<file path="config.mk">
export PLATFORM = sky130hd
export DESIGN_NAME = retire_rob
export DESIGN_NICKNAME = d
export VERILOG_FILES = /design/src/rtl/rob_pkg.sv /design/src/rtl/rob_ptr_ctrl.sv /design/src/rtl/retire_rob.sv
export SDC_FILE = /design/constraint.sdc
export NUM_CORES = 1
export LEC_CHECK = 0
export CAP_MARGIN = 25
export CORE_MARGIN = 2
export CORE_UTILIZATION = 38
export CTS_CLUSTER_DIAMETER = 150
export DETAILED_ROUTE_END_ITERATION = 8
export MAX_ROUTING_LAYER = met4
export PLACE_DENSITY = 0.56
export RECOVER_POWER = 100
export SLEW_MARGIN = 5
export SYNTH_ARGS = -nofsm -noshare
export SYNTH_HDL_FRONTEND = slang
export SYNTH_HIERARCHICAL = 1
export SYNTH_SLANG_ARGS = --single-unit
</file>
<file path="constraint.sdc">
create_clock -name clk -period 4.2 [get_ports clk]
set_input_delay 0.84 -clock clk [delete_from_list [all_inputs] [get_ports clk]]
set_output_delay 0.84 -clock clk [all_outputs]
set_load 0.03 [all_outputs]
</file>
<file path="src/rtl/rob_pkg.sv">
// Shared types and sizes for the retirement buffer.
// Rename uses the same ARCH_W / PHYS_W.
package rob_pkg;

  localparam int ROB_DEPTH = 16;
  localparam int TAG_W     = 4;
  localparam int ARCH_W    = 5;
  localparam int PHYS_W    = 6;
  localparam int PTR_W     = TAG_W + 1;

  typedef logic [TAG_W-1:0]  rob_tag_t;
  typedef logic [PTR_W-1:0]  rob_ptr_t;
  typedef logic [ARCH_W-1:0] arch_reg_t;
  typedef logic [PHYS_W-1:0] phys_reg_t;

  typedef struct packed {
    logic      valid;
    logic      done;
    logic      has_rd;
    arch_reg_t rd;
    phys_reg_t phys_rd;
    phys_reg_t old_phys_rd;
  } rob_entry_t;

endpackage

</file>
<file path="src/rtl/rob_ptr_ctrl.sv">
// Head/tail pointers with wrap bit, occupancy flags and count.
// Flush and reset both return the pointers to zero.
module rob_ptr_ctrl
  import rob_pkg::*;
(
  input  logic             clk,
  input  logic             reset_n,
  input  logic             flush,
  input  logic             push_req,
  input  logic             pop,
  output logic             push,
  output rob_tag_t         head_idx,
  output rob_tag_t         tail_idx,
  output logic             full,
  output logic             empty,
  output logic [TAG_W:0]   count
);

  rob_ptr_t head_q, head_d;
  rob_ptr_t tail_q, tail_d;

  assign head_idx = head_q[TAG_W-1:0];
  assign tail_idx = tail_q[TAG_W-1:0];

  assign empty = (head_q == tail_q);
  assign full  = (head_idx == tail_idx) &&
                 (head_q[TAG_W] != tail_q[TAG_W]);
  assign count = tail_q - head_q;

  // Acceptance uses pre-edge fullness; a same-cycle pop does not help.
  assign push = push_req && !full;

  always_comb begin
    head_d = head_q;
    tail_d = tail_q;
    if (flush) begin
      head_d = '0;
      tail_d = '0;
    end else begin
      if (push) tail_d = tail_q + rob_ptr_t'(1);
      if (pop)  head_d = head_q + rob_ptr_t'(1);
    end
  end

  always_ff @(posedge clk or negedge reset_n) begin
    if (!reset_n) begin
      head_q <= '0;
      tail_q <= '0;
    end else begin
      head_q <= head_d;
      tail_q <= tail_d;
    end
  end

endmodule

</file>
<file path="src/rtl/retire_rob.sv">
// In-order retirement buffer; returns superseded physical
// registers to the rename free list one per cycle.
module retire_rob
  import rob_pkg::*;
(
  input  logic              clk,
  input  logic              reset_n,
  input  logic              dispatch_valid,
  output logic              dispatch_ready,
  input  logic              dispatch_has_rd,
  input  logic [ARCH_W-1:0] dispatch_rd,
  input  logic [PHYS_W-1:0] dispatch_phys_rd,
  input  logic [PHYS_W-1:0] dispatch_old_phys_rd,
  output logic [TAG_W-1:0]  dispatch_tag,
  input  logic              complete_valid,
  input  logic [TAG_W-1:0]  complete_tag,
  input  logic              flush,
  output logic              retire_valid,
  output logic [PHYS_W-1:0] retire_phys_reg,
  output logic [ARCH_W-1:0] retire_arch_rd,
  output logic [PHYS_W-1:0] retire_new_phys,
  output logic              rob_empty,
  output logic              rob_full,
  output logic [TAG_W:0]    rob_count
);

  rob_entry_t entries_q [ROB_DEPTH];
  rob_entry_t entries_d [ROB_DEPTH];
  rob_entry_t head_e;

  rob_tag_t  head_idx;
  rob_tag_t  tail_idx;
  logic      push;
  logic      pop;

  logic      rv_q, rv_d;
  phys_reg_t rphys_q, rphys_d;
  arch_reg_t rarch_q, rarch_d;
  phys_reg_t rnew_q, rnew_d;

  assign head_e = entries_q[head_idx];
  assign pop    = head_e.valid && head_e.done;

  rob_ptr_ctrl u_ptr (
    .clk      (clk),
    .reset_n  (reset_n),
    .flush    (flush),
    .push_req (dispatch_valid),
    .pop      (pop),
    .push     (push),
    .head_idx (head_idx),
    .tail_idx (tail_idx),
    .full     (rob_full),
    .empty    (rob_empty),
    .count    (rob_count)
  );

  assign dispatch_ready  = !rob_full;
  assign dispatch_tag    = tail_idx;
  assign retire_valid    = rv_q;
  assign retire_phys_reg = rphys_q;
  assign retire_arch_rd  = rarch_q;
  assign retire_new_phys = rnew_q;

  always_comb begin
    entries_d = entries_q;
    rv_d      = 1'b0;
    rphys_d   = rphys_q;
    rarch_d   = rarch_q;
    rnew_d    = rnew_q;
    if (flush) begin
      for (int i = 0; i < ROB_DEPTH; i++) begin
        entries_d[i] = '0;
      end
    end else begin
      if (complete_valid && entries_q[complete_tag].valid &&
          !(push && complete_tag == tail_idx)) begin
        entries_d[complete_tag].done = 1'b1;
      end
      // Fields only move on a visible retire so they hold otherwise.
      if (pop) begin
        entries_d[head_idx] = '0;
        rv_d = head_e.has_rd;
        if (head_e.has_rd) begin
          rphys_d = head_e.old_phys_rd;
          rarch_d = head_e.rd;
          rnew_d  = head_e.phys_rd;
        end
      end
      if (push) begin
        entries_d[tail_idx] = '{
          valid:       1'b1,
          done:        1'b0,
          has_rd:      dispatch_has_rd,
          rd:          dispatch_rd,
          phys_rd:     dispatch_phys_rd,
          old_phys_rd: dispatch_old_phys_rd
        };
      end
    end
  end

  always_ff @(posedge clk or negedge reset_n) begin
    if (!reset_n) begin
      for (int i = 0; i < ROB_DEPTH; i++) begin
        entries_q[i] <= '0;
      end
      rv_q    <= 1'b0;
      rphys_q <= '0;
      rarch_q <= '0;
      rnew_q  <= '0;
    end else begin
      for (int i = 0; i < ROB_DEPTH; i++) begin
        entries_q[i] <= entries_d[i];
      end
      rv_q    <= rv_d;
      rphys_q <= rphys_d;
      rarch_q <= rarch_d;
      rnew_q  <= rnew_d;
    end
  end

endmodule

</file>
# Word-level counts from Yosys, hierarchy flattened
# Index checks and enable logic that the tools add are counted.
[word_totals]
regBits = 348
out_inout_bits = 30
wordCells = 161
[classes]
n_addsub = 3
magnitude_cmp = 6
n_eq_ne = 4
muxes = 26
n_bitwise = 6
n_reduce_logical = 14
[op_table]
columns = ["cell", "n"]
rows = [
  ["$mux W320", 6],
  ["$bwmux W320", 2],
  ["$and A320 B320 Y320", 1],
  ["$not A320 Y320", 1],
  ["$demux W20 S4", 3],
  ["$bmux W20 S4", 2],
  ["$mux W20", 6],
  ["$mux W5", 4],
  ["$mux W19", 1],
  ["$ge A5 B5 Y1 const B", 3],
  ["$lt A5 B1 Y1 const B", 3],
  ["$not A4 Y5", 3],
  ["$add A5 B1 Y5 const B", 2],
  ["$logic_and A1 B1 Y1", 9],
  ["$eq A4 B4 Y1", 2],
  ["$eq A5 B5 Y1", 1],
  ["$sub A5 B5 Y5", 1],
  ["$reduce_bool A2 Y1", 2],
  ["$reduce_and A3 Y1", 1],
  ["$logic_not A1 Y1", 2],
  ["$mux W1", 2],
  ["$ne A1 B1 Y1", 1],
  ["$not A1 Y1", 1],
]

# Depth between registers and ports, before layout
# Gate-level depths: netlist of the first run.
[depth]
word_depth = 15
mapped_depth = 12
depth_no_buf = 10

# Cells and area by module
# The synthesis of the first run kept the hierarchy.
[by_module_without_submodules]
columns = ["mod", "n_inst", "cells_each", "area_per_inst_um2"]
rows = [
  ["retire_rob", 1, 1072, 15189.6],
  ["rob_ptr_ctrl", 1, 75, 714.4],
]

# Worst setup path after synthesis of the first run
# No wires, ideal clock.
[synth_timing]
path_type = "flip-flop to flip-flop"
startpoint = "register u_ptr.head_q[0]"
endpoint = "register rphys_q[2], in the netlist retire_phys_reg[2]"
setup_time_ns = 0.125
t_arrival_ns = 2.674
required_ns = 4.075
setup_slack_ns = 1.401
path_stages_with_launch = 8
path_buffers = 4
cell_sequence = "dfrtp_1 buf_4 buf_6 buf_2 buf_1 mux4_2 mux4_2 mux2_4"
[synth_via]
elab_chain_cells = 6
[synth_lines]
columns = ["item", "line_no", "source"]
rows = [
  ["from (decl)", "rob_ptr_ctrl.sv:19", "rob_ptr_t head_q, head_d;"],
  ["from (signal assigned)", "rob_ptr_ctrl.sv:47", "head_q <= '0;"],
  ["from (signal assigned)", "rob_ptr_ctrl.sv:50", "head_q <= head_d;"],
  ["$not A4 Y5 (not written as such) (*)", "retire_rob.sv:41", "assign head_e = entries_q[head_idx];"],
  ["$bmux W20 S4 (*)", "retire_rob.sv:41", ""],
  ["$mux W20 (not written as such) (*) (2 in a row)", "retire_rob.sv:41", ""],
  ["$logic_and A1 B1 Y1", "retire_rob.sv:42", "assign pop = head_e.valid && head_e.done;"],
  ["$reduce_and A3 Y1 (no source line)", "n/a", ""],
  ["to (signal assigned)", "retire_rob.sv:117", "rphys_q <= rphys_d;"],
  ["to (decl)", "retire_rob.sv:37", "phys_reg_t rphys_q, rphys_d;"],
]
# Mark *: on every way between the ends. The rest lies on a longest branch, timed or not. The select of a mux whose other input is x is not followed.
# A chain may end at the register's enable or synchronous reset.

==> impl_metrics.yaml, run 1 <==
global_route:
  grtUsageTotal_pct: 23.5
  grt_start_max_net_pins: 104
  first_global_vias: 11083
  grt_first_pass_wirelength_um: 74200
  overflow: 0
  antenna_found_initial: 0
die:
  initial_core_util_pct: 38.7
  ios: 57
  dieArea_mm2: 0.0435
  core_mm2: 0.0411
  num_rows: 74
  die_w_um: 209
  die_y_um: 209
final_layout:
  syn_to_final_growth_pct: 15.2
  drive_gt1_share_pct: 20.5
  nNetsFinal: 1216
  antenna_cells: 0
  largest_reg_flops: 320
yosys:
  synth-seq-cells: 348
  yosysTopAreaCell: "dfrtp_1"
  synth_ff_type: "dfrtp_1"
  syn_area_per_cell_um2: 13.9
  synth_nets: 1181
  postSynth.asyncResetShare_pct: 100
  synthTopCellsByCount: "dfrtp_1 (348), a22o_1 (288), mux4_2 (93), clkbuf_1 (78), nor2_1 (44)"
  synthTopCellsByArea: "dfrtp_1 (55%), a22o_1 (16%), mux4_2 (13%)"
  synth_top_area_share_pct: 54.8
  ys_warn_count: 6
  ys_seq_area_share_pct: 54.8
  synth_edf_count: 0
  yosysMostFrequentCell: "dfrtp_1"
  synth.cell_area_mm2: 0.0159
  synth_cells: 1147
  ys_types: 50
critical_path:
  start_kind: "register"
  worst_path_max_delay_cell: "clkbuf_1"
  reg2reg_slack_ns: 0.38
  cp_cell_sequence: "ha_1, nand4_1, o21ai_0, inv_1, or3b_2, nor2_1, clkbuf_1, a22o_1"
  crit_arrival_ns: 4.29
  end_kind: "register"
  crit_family: "buffers and inverters"
  cp_slowest_stage_delay_ns: 1.14
  crit_type: "reg -> reg"
  critical_path.max_fanout: 19
  cp.required_ns: 4.67
  critical_path_buf_inv_count: 2
clock_network:
  postCtsSetupBuffers: 0
  cts_resized: 0
  cts_inserted_buffers: 39
  cts.clk_slew.worst_paths_ns: 0.06
  clk_latency_ns: 0.54
  cts-root-buf: "clkbuf_16"
  htreeDepth: 2
  cts_sinks: 348
  cts_hold_buf: 0
  cts_buffer_depth: 3
  cts_tree: "built"
routing:
  drc: 0
  ant_nets: 0
  dr.pass1.iters: 5
  vias_per_cell: 6.16
  vias: 10713
  wl_um: 48200
  wl_per_cell_um: 27.7
  drtIter0Drc: 1078
sta:
  tightest_slew_ns: 2.90
  slew_headroom_pct: -93.5
  holdWs_ns: 0.479
  clock_skew_ns: 0.0235
  rsz0062_at_grt: "no"
  setup_violations: 0
  period_share_pct: 90.9
  hold_viol_final: 0
  fmaxAchievable_mhz: 262
  min_period_ns: 3.82
  drv_slew: 200
  setup_tns_ns: 0
hold_path:
  min_path_type: "reg -> reg"
placement:
  dp_hpwl_um: 28700
  gp_congestion: 0.823
  io_buffers: 56
run:
  max_cap_violations: 7
status:
  violations: "max-capacitance violations, max-slew violations"
  status: "complete, but fails checks"
pwr:
  leakagePower_uw: 0.00821
  ir_worst_vdd_uv: 235
  p_per_area_mw_per_mm2: 401
## power by group
part | internal (uW) | switching (uW) | leakage [uW]
Sequential | 3390 | 20.6 | 0.00484
Combinational | 158 | 346 | 0.00273
Clock | 2040 | 1390 | 0.000633
Total | 5590 | 1760 | 0.00821
## final cells by class
cell class / count / area (um^2)
clock buffers: 50 / 1070
clock inverters: 17 / 196
fillers: 3769 / 22800
inverters: 22 / 82.6
multi-input cells: 640 / 6480
flip-flops and latches: 348 / 8720
well taps: 532 / 666
repair buffers: 131 / 1110
## worst paths after layout
path,end,cells after the start,startpoint
setup reg to reg,entries_q[293]$_DFF_PN0_,8,u_ptr/tail_q[2]$_DFFE_PN0P_
hold / removal,entries_q[318]$_DFF_PN0_,2,entries_q[318]$_DFF_PN0_
min in group asynchronous,retire_new_phys[0]$_DFFE_PN0P_,1,reset_n
hold reg to reg,entries_q[318]$_DFF_PN0_,2,entries_q[318]$_DFF_PN0_
setup / recovery,entries_q[293]$_DFF_PN0_,8,u_ptr/tail_q[2]$_DFFE_PN0P_
max in group asynchronous,entries_q[21]$_DFF_PN0_,2,reset_n
## worst min-delay path, stage by stage, from the launching register on
cell	delay, ns
dfrtp_1	0.34
nand2_1	0.05
o31ai_1	0.05
## metrics by stage
step / power [uW] / area, um^2 / utilization (%) / std cells / setup slack [ns]
4_1_cts: 7410 / 18500 / 45.0 / 1735 / 0.534
5_1_grt: 7600 / 18300 / 44.6 / 1740 / 0.259
3_5_place_dp: 3990 / 17200 / 41.9 / 1668 / 0.733
6_report: 7340 / 18300 / 44.6 / 1740 / 0.381
3_3_place_gp: 3980 / 17200 / 41.8 / 1661 / 0.773
2_1_floorplan: 3710 / 15900 / - / 1147 / 1.40
## cell families after synthesis
family / Yosys count / synth area share [%]
AND/OR/NAND/NOR: 151 / 4.84
XOR/XNOR: 13 / 0.763
buffers and inverters: 159 / 4.44
AO/OA/AOI/OAI: 348 / 18.8
flip-flops: 348 / 54.8
multiplexers: 121 / 15.8
adder cells (fa/ha/maj): 7 / 0.598
## routing by layer
layer	vias up	GRT usage, %	routed length (um)
li1	4484	-	-
met1	5702	32.0	20700
met2	445	35.0	22300
met3	82	5.94	3860
met4	0	6.85	1340
met5	-	-	0
## cell usage in the layout (no fill, tap or decap), types with 8 or more instances in the layout
cell | Yosys | layout
o21ai_0 | 9 | 10
buf_4 | 16 | 42
dlygate4sd3_1 | 0 | 30
inv_1 | 22 | 22
nand2_1 | 26 | 26
mux4_2 | 93 | 93
nor3_2 | 0 | 8
clkbuf_1 | 78 | 21
clkbuf_2 | 0 | 11
mux2_2 | 8 | 8
nand3_1 | 8 | 8
clkdlybuf4s50_1 | 0 | 24
dfrtp_1 | 348 | 346
a22o_1 | 288 | 288
nor2b_1 | 29 | 29
nor2_1 | 44 | 45
mux2_1 | 0 | 8
a21oi_1 | 26 | 26
clkinv_2 | 0 | 10
xnor2_1 | 9 | 9
clkbuf_16 | 0 | 39
No activity file was read; power rests on OpenSTA's default activity.
==> run 2, diff against run 1 <==
- CORE_UTILIZATION: 38 -> 60
- GPL_ROUTABILITY_DRIVEN: not set -> 0
- PLACE_DENSITY: 0.56 -> 0.8
==> impl_metrics.yaml, run 2 (same netlist as run 1, synthesis figures left out) <==
status:
  status: "complete, but fails checks"
  violations: "max-capacitance violations, max-slew violations"
sta:
  setup_violations: 0
  period_share_pct: 94.0
  min_period_ns: 3.95
  holdWs_ns: 0.484
  hold_viol_final: 0
  rsz0062_at_grt: "no"
  fmaxAchievable_mhz: 253
  slew_headroom_pct: -38.2
  drv_slew: 140
  setup_tns_ns: 0
  tightest_slew_ns: 2.07
  clock_skew_ns: 0.00917
clock_network:
  cts_buffer_depth: 3
  htreeDepth: 2
  clk_latency_ns: 0.52
  cts_hold_buf: 0
  cts_tree: "built"
  cts_inserted_buffers: 36
  cts_sinks: 348
  cts.clk_slew.worst_paths_ns: 0.06
  postCtsSetupBuffers: 0
  cts_resized: 0
  cts-root-buf: "clkbuf_16"
final_layout:
  fillers: 1799
  final_common_cell: "dfrtp_1"
  syn_to_final_growth_pct: 12.6
  nNetsFinal: 1201
  largest_reg_flops: 320
  drive_gt1_share_pct: 19.6
  layout_common_cells: "dfrtp_1 (346), a22o_1 (288), mux4_2 (93)"
  fin_util_pct: 68.7
  antenna_cells: 0
die:
  initial_core_util_pct: 61.0
  num_rows: 59
  die_y_um: 167
  dieArea_mm2: 0.0278
  ios: 57
  core_mm2: 0.0261
  die_w_um: 167
critical_path:
  reg2reg_slack_ns: 0.38
  r2r_cells: 11
  cp.required_ns: 3.36
  critical_path.max_fanout: 18
  start_kind: "register"
  end_kind: "output pin"
  crit_type: "reg -> out"
  crit_arrival_ns: 3.11
  r2r-end: "entries_q[111]$_DFF_PN0_"
  r2r_start: "u_ptr/tail_q[0]$_DFFE_PN0P_"
pwr:
  p_total_uw: 7180
  leakagePower_uw: 0.00810
  ir_worst_vdd_uv: 370
  p_per_area_mw_per_mm2: 401
routing:
  met1Wirelength_um: 16400
  route.met2.wl_um: 20400
  vias: 10969
  wl_um: 43500
  dr.pass1.iters: 5
  highest_layer: "met4"
  drtIter0Drc: 1284
  vias_per_cell: 7.17
  drc: 0
  ant_nets: 0
  wl_met3_um: 4930
  wl_per_cell_um: 28.5
hold_path:
  min_path_type: "reg -> reg"
  hold_start: "retire_phys_reg[2]$_DFFE_PN0P_"
  hold_depth: 1
  whs_endpoint: "retire_phys_reg[2]$_DFFE_PN0P_"
global_route:
  grtUsageTotal_pct: 33.2
  antenna_found_initial: 1
  first_global_vias: 11448
  grt_first_pass_wirelength_um: 68500
  grt_start_max_net_pins: 110
  overflow: 0
run:
  max_cap_violations: 4
placement:
  dp_hpwl_um: 25800
  io_buffers: 56
[run 2: through the flow]
stage | setup WS [ns] | area (um^2) | std cells
after floorplan | 1.40 | 15900 | 1147
after global placement | 0.777 | 16800 | 1452
after detailed placement | 0.658 | 16800 | 1457
after CTS | 0.283 | 18100 | 1522
after global routing | 0.153 | 17900 | 1529
final | 0.252 | 17900 | 1529
[run 2: where the power goes]
part | leakage [uW] | total (uW) | switching, uW | internal (uW)
combinational | 0.00264 | 468 | 322 | 146
sequential | 0.00484 | 3420 | 28.2 | 3390
clock | 0.000611 | 3300 | 1340 | 1960
[run 2: worst max-delay path, cell delays in order (launching register included)]
cell,delay [ns]
dfrtp_4,0.63
ha_1,0.20
inv_1,0.06
fa_1,0.41
a21o_1,0.18
a21oi_1,0.20
xnor2_1,0.14
dlygate4sd3_1,0.76
[run 2: how the worst max path moves through the flow]
stage | startpoint | end | slack [ns] | cells after the start
after CTS | u_ptr/tail_q[0]$_DFFE_PN0P_ | rob_count[4] | 0.28 | 8
after floorplan | u_ptr/head_q[0]$_DFFE_PN0P_ | retire_phys_reg[2]$_DFFE_PN0P_ | 1.40 | 7
after global placement | u_ptr/head_q[0]$_DFFE_PN0P_ | retire_phys_reg[5]$_DFFE_PN0P_ | 0.78 | 7
after detailed placement | u_ptr/tail_q[0]$_DFFE_PN0P_ | entries_q[298]$_DFF_PN0_ | 0.66 | 11
after global routing | u_ptr/tail_q[0]$_DFFE_PN0P_ | entries_q[111]$_DFF_PN0_ | 0.15 | 11
final | u_ptr/head_q[0]$_DFFE_PN0P_ | rob_count[4] | 0.25 | 7
[run 2: cell type report]
class	instances	area (um^2)	area share, %
sequential	348	8720	48.7
timing repair buffer	119	985	5.50
inverter	22	82.6	0.461
tap	335	419	2.34
multi-input combinational	640	6470	36.1
clock inverter	13	135	0.755
clock buffer	52	1100	6.16
[run 2: routing by layer]
| metal | up-vias | global-route usage (%) |
|---|---|---|
| met3 | 138 | 9.03 |
| met4 | 0 | 15.2 |
| met5 | - | - |
| li1 | 4433 | - |
| met2 | 687 | 49.1 |
| met1 | 5711 | 43.7 |
==> run 3, diff against run 2 <==
- SLEW_MARGIN: 5 -> not set
==> impl_metrics.yaml, run 3 (same netlist as run 1, synthesis figures left out) <==
die:
  core_mm2: 0.0261
  die_w_um: 167
  dieArea_mm2: 0.0278
  die_y_um: 167
  initial_core_util_pct: 61.0
  ios: 57
  num_rows: 59
clock_network:
  clk_latency_ns: 0.52
  htreeDepth: 2
  postCtsSetupBuffers: 0
  cts_hold_buf: 0
  cts_buffer_depth: 3
  cts-root-buf: "clkbuf_16"
  cts.clk_slew.worst_paths_ns: 0.06
  cts_sinks: 348
  cts_inserted_buffers: 36
  cts_tree: "built"
  cts_resized: 0
routing:
  vias: 10935
  ant_nets: 0
  wl_um: 43600
  dr.pass1.iters: 5
  wl_per_cell_um: 28.5
  drc: 0
  drtIter0Drc: 1333
  vias_per_cell: 7.16
global_route:
  first_global_vias: 11354
  antenna_found_initial: 1
  grtUsageTotal_pct: 33.2
  grt_start_max_net_pins: 110
  grt_first_pass_wirelength_um: 68600
  overflow: 0
pwr:
  p_total_uw: 7210
  p_per_area_mw_per_mm2: 403
  ir_worst_vdd_uv: 505
  leakagePower_uw: 0.00810
critical_path:
  end_kind: "output pin"
  r2r-end: "entries_q[5]$_DFF_PN0_"
  crit_arrival_ns: 3.13
  r2r_start: "u_ptr/tail_q[0]$_DFFE_PN0P_"
  cp.required_ns: 3.36
  start_kind: "register"
  startpoint: "u_ptr/tail_q[0]$_DFFE_PN0P_"
  reg2reg_slack_ns: 0.23
  crit_type: "reg -> out"
  r2r_cells: 10
  critical_path.max_fanout: 13
final_layout:
  final_area_mm2: 0.0179
  final_common_cell: "dfrtp_1"
  antenna_cells: 0
  layout_common_cells: "dfrtp_1 (346), a22o_1 (288), mux4_2 (93)"
  syn_to_final_growth_pct: 12.4
  largest_reg_flops: 320
  drive_gt1_share_pct: 19.4
  fillers: 1808
  fin_util_pct: 68.6
  nNetsFinal: 1201
  stdcell_count: 1527
run:
  max_cap_violations: 1
hold_path:
  hold_start: "retire_arch_rd[1]$_DFFE_PN0P_"
  whs_endpoint: "retire_arch_rd[1]$_DFFE_PN0P_"
  hold_depth: 1
  min_path_type: "reg -> reg"
sta:
  setup_tns_ns: 0
  drv_slew: 79
  clock_skew_ns: 0.0162
  period_share_pct: 94.6
  fmaxAchievable_mhz: 252
  tightest_slew_ns: 2.07
  min_period_ns: 3.97
  hold_viol_final: 0
  slew_headroom_pct: -38.3
  rsz0062_at_grt: "no"
  setup_violations: 0
placement:
  io_buffers: 56
  place_area_mm2: 0.0168
  placedCellCount: 1457
  dp_hpwl_um: 25800
status:
  status: "complete, but fails checks"
  violations: "max-capacitance violations, max-slew violations"
## run 3: cell types whose count changed in the layout (fill, tap and decap cells not counted), sizes merged
cell	before	now
inv	24	22
bufinv	2	4
clkbuf	77	79
buf	40	41
clkinv	7	4
clkinvlp	2	0
## run 3: critical path, cell delays in order (launching register included)
cell and delay (ns):
dfrtp_1 0.52, inv_1 0.15, ha_1 0.15, inv_1 0.06, fa_1 0.42, a21o_1 0.20
a21oi_1 0.20, xnor2_1 0.14, dlygate4sd3_1 0.76
## run 3: through the flow
step | hold WS (ns) | setup WS, ns
after floorplan | 0.448 | 1.40
after global placement | 0.463 | 0.777
after detailed placement | 0.473 | 0.649
after CTS | 0.326 | 0.241
after global routing | 0.503 | 0.0436
final | 0.484 | 0.226
## run 3: worst max-delay path by stage
stage	depth (start not counted)	slack, ns	to
after floorplan	7	1.40	retire_phys_reg[2]$_DFFE_PN0P_
after global placement	7	0.78	retire_phys_reg[5]$_DFFE_PN0P_
after detailed placement	11	0.65	entries_q[298]$_DFF_PN0_
after CTS	8	0.24	rob_count[4]
after global routing	10	0.04	entries_q[5]$_DFF_PN0_
final	8	0.23	rob_count[4]
## run 3: where the power goes
part | internal, uW | switching, uW
Combinational | 145 | 321
Sequential | 3390 | 28.1
Clock | 2020 | 1310
Total | 5550 | 1660
## run 3: layout make-up
type | count | area, um^2 | share of cell area (%)
inverter | 22 | 82.6 | 0.462
clock inverter | 8 | 140 | 0.784
timing repair buffer | 119 | 982 | 5.49
clock buffer | 55 | 1080 | 6.06
sequential | 348 | 8720 | 48.7
multi-input combinational | 640 | 6460 | 36.1
tap | 335 | 419 | 2.34
## run 3: metal layers
metal	global-route usage, %	wire (um)
met4	13.1	1770
met3	8.15	4640
met2	50.0	20400
met1	44.3	16800
met5	-	0
